[config.mk]
export PLATFORM = sky130hd
export DESIGN_NAME = row_scan_decoder
export DESIGN_NICKNAME = d
export VERILOG_FILES = /design/src/rtl/row_scan_decoder.sv
export SDC_FILE = /design/constraint.sdc
export NUM_CORES = 1
export LEC_CHECK = 0
export ABC_AREA = 1
export ABC_CLOCK_PERIOD_IN_PS = 3650
export BUFFER_PORTS_ARGS = -buffer_cell sky130_fd_sc_hd__buf_4
export CORE_ASPECT_RATIO = 0.9
export CORE_MARGIN = 2
export CORE_UTILIZATION = 50
export CTS_CLUSTER_SIZE = 10
export DETAILED_ROUTE_END_ITERATION = 8
export PLACE_DENSITY = 0.72
export SETUP_SLACK_MARGIN = 0.05
export SYNTH_ARGS = -nofsm -noshare
export SYNTH_HDL_FRONTEND = slang
export SYNTH_SLANG_ARGS = --single-unit
[constraint.sdc]
create_clock -name clk -period 3.65 [get_ports clk]
set_input_delay 0.5475 -clock clk [delete_from_list [all_inputs] [get_ports clk]]
set_output_delay 0.5475 -clock clk [all_outputs]
set_load 0.01 [all_outputs]
[src/rtl/row_scan_decoder.sv]
// Registered N-to-2**N row decoder with a direct mode and an autonomous row-scan mode.
// Optional macro ROW_SCAN_BLANK_EN inserts one all-zero blanking cycle between scanned rows.
module row_scan_decoder #(
  parameter int unsigned N     = 3,
  parameter int unsigned DWELL = 4
) (
  input  logic            clk,
  input  logic            rst,
  input  logic            ena,
  input  logic            mode,
  input  logic [N-1:0]    in,
  output logic [2**N-1:0] out,
  output logic [N-1:0]    row,
  output logic            frame_done
);

  localparam int unsigned Rows     = 2**N;
  localparam logic [7:0]  DwellMax = 8'(DWELL - 1);

  typedef enum logic [1:0] {StIdle, StDirect, StScan} state_e;

  state_e          state_q, state_d;
  logic [Rows-1:0] out_q, out_d;
  logic [N-1:0]    row_q, row_d;
  logic [N-1:0]    row_inc;
  logic            fd_q, fd_d;
  logic [7:0]      cnt_q, cnt_d;
`ifdef ROW_SCAN_BLANK_EN
  logic            blank_q, blank_d;
`endif

  function automatic logic [Rows-1:0] decode(input logic [N-1:0] idx);
    logic [Rows-1:0] oh;
    oh      = '0;
    oh[idx] = 1'b1;
    return oh;
  endfunction

  // Natural N-bit wrap gives the modulo-2**N row increment.
  assign row_inc = row_q + N'(1);

  always_comb begin
    state_d = state_q;
    out_d   = '0;
    row_d   = row_q;
    fd_d    = 1'b0;
    cnt_d   = cnt_q;
`ifdef ROW_SCAN_BLANK_EN
    blank_d = 1'b0;
`endif
    if (!ena) begin
      state_d = StIdle;
      row_d   = '0;
      cnt_d   = '0;
    end else if (!mode) begin
      state_d = StDirect;
      out_d   = decode(in);
      row_d   = in;
      cnt_d   = '0;
    end else if (state_q != StScan) begin
      // Any entry into scan restarts the frame; no frame_done on entry.
      state_d = StScan;
      out_d   = decode('0);
      row_d   = '0;
      cnt_d   = '0;
    end else begin
`ifdef ROW_SCAN_BLANK_EN
      if (blank_q) begin
        // First lit cycle after the blank; row already holds the new index.
        out_d = decode(row_q);
        cnt_d = '0;
        fd_d  = (row_q == '0);
      end else if (cnt_q == DwellMax) begin
        row_d   = row_inc;
        cnt_d   = '0;
        blank_d = 1'b1;
      end else begin
        out_d = decode(row_q);
        cnt_d = cnt_q + 8'd1;
      end
`else
      if (cnt_q == DwellMax) begin
        row_d = row_inc;
        out_d = decode(row_inc);
        cnt_d = '0;
        fd_d  = (row_inc == '0);
      end else begin
        out_d = decode(row_q);
        cnt_d = cnt_q + 8'd1;
      end
`endif
    end
  end

  always_ff @(posedge clk) begin
    if (rst) begin
      state_q <= StIdle;
      out_q   <= '0;
      row_q   <= '0;
      fd_q    <= 1'b0;
      cnt_q   <= '0;
`ifdef ROW_SCAN_BLANK_EN
      blank_q <= 1'b0;
`endif
    end else begin
      state_q <= state_d;
      out_q   <= out_d;
      row_q   <= row_d;
      fd_q    <= fd_d;
      cnt_q   <= cnt_d;
`ifdef ROW_SCAN_BLANK_EN
      blank_q <= blank_d;
`endif
    end
  end

  assign out        = out_q;
  assign row        = row_q;
  assign frame_done = fd_q;

endmodule

==> results.toml <==
[status]
outcome = "complete, no violations"

[synth]
synth-edff-count = 0
synth.top_cells.by_area = "dfxtp_1 38%, nand2_1 12%, nand3_1 8.5%, nor2_1 7.0%, inv_1 5.8%"
seq_area_frac_synth_pct = 37.6
yosysTopAreaCell = "dfxtp_1"
avgSynthCellArea_um2 = 6.90
ys_ff_latch = 22
syn_area_mm2 = 0.00117
yosys.area_share.simple_pct = 41.3
synth.area.mux_share_pct = 0
synth_top_flop_cell = "dfxtp_1"
synthCells = 170
synth_top_area_share_pct = 37.6
synth_compound_area_share_pct = 8.64
synth_cell_types = 25
ys_async_sr_fraction_pct = 0
mappedNetlistNets = 180
synth_top_family_by_area = "simple AND/OR/NAND/NOR gates"
yosysMostFrequentCell = "nand2_1"
ys_top_cells_by_count = "39 x nand2_1, 22 x dfxtp_1, 22 x nor2_1"
synth_warnings = 0
synth_fa_ha_area_share_pct = 3.20
synthXorXnorAreaFrac_pct = 1.49

[global_routing]
use_met1_pct = 29.1
grt_usage_pct = 19.8
antenna_found_initial = 0
use_met3_pct = 2.73
grt_max_degree = 16
gr-max-usage-layer = "met2"
overflow = 0
grt_pass1_vias = 961
grt_pass1_wl_um = 4070
grt_util_met2_pct = 30.2

[clock_tree]
clock_path_buffers = 2
cts_setup_buffers = 0
htree_num_levels = 1
cts_tree = "built"
cts-root-buf = "clkbuf_4"
clk_latency_ns = 0.31
path_clk_slew_ns = 0.12
cts_resized = 0
cts_hold_buf = 0
cts_sinks = 22
cts_buffers = 3

[routing]
drt-pass1-iter-count = 4
viasPerCell = 5.20
drt-wirelength-per-cell_um = 11.2
drt_first_iter_violations = 48
via_count = 1133
drtAntennaViolNets = 0
routed_wl_um = 2440
drcViolationCount = 0

[sta]
fmax_mhz = 582
setup_slack_ns = 1.93
fin_crit_sh_pct = 47.1
hold_viol_final = 0
tightest_slew_ns = 0.493
skew_ns = 0.00393
fin_crit_ns = 1.72
max_slew_margin_pct = 67.1
grt_setup_unrepaired = "false"
finalMaxSlewViolations = 0
setup_viol = 0
setup_tns_ns = 0

[placed_design]
placedInstanceArea_mm2 = 0.00134
hpwl_um = 1940
io_buffer_count = 18
pre_cts_ws_ns = 2.00
finalWeightedCongestion = 0.895

[power]
p_leak_nw = 0.605
p_per_area_mw_per_mm2 = 306
ir_worst_vdd_v = 0.000195

[cells_and_area]
num-fill-cells = 212
drive_gt1_share_pct = 20.9
antenna-diode-count = 0
syn2layout_area_growth_pct = 17.2
fin_nets = 202
fin_area_mm2 = 0.00137

[die]
start_util_pct = 53.2
die_y_um = 49.9
ioPinCount = 19
die_area_mm2 = 0.00275
row_count = 16
core_mm2 = 0.00220
fp.dieW_um = 55.0

[worst_setup_path]
cpPeakStageDelay_ns = 0.65
rrSetupSlack_ns = 1.97
worstSetupEndpoint = "row[0]"
crit_chain = "buf_4"
cp-end-kind = "primary output"
r2r-end = "out[5]"
crit_start = "row[0]"
cp_max_fo = 15
path_buf_inv = 1
r2r-start = "row[0]"
critical-path-top-delay-family = "flip-flops"
crit_cells = 1
ff2ff_path_depth = 6
critPathKind = "flip-flop to primary output"
crit_path_top_delay_cell = "dfxtp_1"
cp.required_ns = 3.10
cp.arrival_ns = 1.17
critPathLaunchType = "flip-flop"

[worst_hold_path]
min_path_type = "flip-flop to flip-flop"
worstHoldStart = "cnt_q[0]"

[flow_run]
maxCapViolCount = 0
[how the worst min path moves through the flow]
stage | end | slack, ns | depth (start not counted)
5_1_grt | cnt_q[0] | 0.49 | 1
2_1_floorplan | cnt_q[0] | 0.42 | 1
3_3_place_gp | cnt_q[0] | 0.43 | 1
3_5_place_dp | cnt_q[0] | 0.44 | 1
4_1_cts | cnt_q[0] | 0.46 | 1
6_report | cnt_q[0] | 0.45 | 1
[layout by cell type (no fill, tap or decap), types with 2 or more instances in the layout]
cell type	n
nand3_1	20
o21ai_0	4
clkbuf_4	3
nand4_1	4
inv_1	18
xor2_1	2
nand2_2	2
nor2_4	2
ha_1	3
a21oi_1	10
nor2_1	22
o22ai_1	2
nand2_1	39
buf_4	18
dfxtp_1	22
nor2_2	3
inv_2	4
o21ai_1	2
nand2_4	2
nor3_1	2
[sequential cells by signal (all words and copies together), names as in the netlist]
name        count
state_q         2
frame_done      1
cnt_q           8
row             3
out             8
[kinds of logic after synthesis]
family                   Yosys count
AO/OA/AOI/OAI                     19
XOR/XNOR                           2
AND/OR/NAND/NOR                  100
buffers and inverters             24
flip-flops                        22
adder cells (fa/ha/maj)            3
[stage by stage]
stage | power [mW] | hold WS (ns) | cells | util [%]
finish | 0.420 | 0.454 | 218 | 62.4
detailed placement | 0.292 | 0.436 | 214 | 60.7
CTS | 0.421 | 0.459 | 218 | 62.4
floorplan | 0.276 | 0.418 | 170 | -
global placement | 0.291 | 0.433 | 214 | 60.7
global route | 0.437 | 0.488 | 218 | 62.4
[layer usage]
metal  share of wire (%)  wire length [um]
met5                   0                 0
met4                 1.3                31
met3                 8.2               199
met2                  43              1040
met1                  48              1160
[cell type report]
| cell class | instances | area [um^2] | share of cell area (%) |
|---|---|---|---|
| inverter | 23 | 87.6 | 6.38 |
| timing repair buffer | 18 | 135 | 9.84 |
| multi-input combinational | 124 | 641 | 46.6 |
| tap | 27 | 33.8 | 2.46 |
| sequential | 22 | 440 | 32.1 |
| clock buffer | 4 | 36.3 | 2.64 |
[where the power goes]
part	switching (mW)	internal, mW
sequential	0.00410	0.243
combinational	0.0237	0.0154
clock	0.0730	0.0609
No activity file was read; power rests on OpenSTA's default activity.
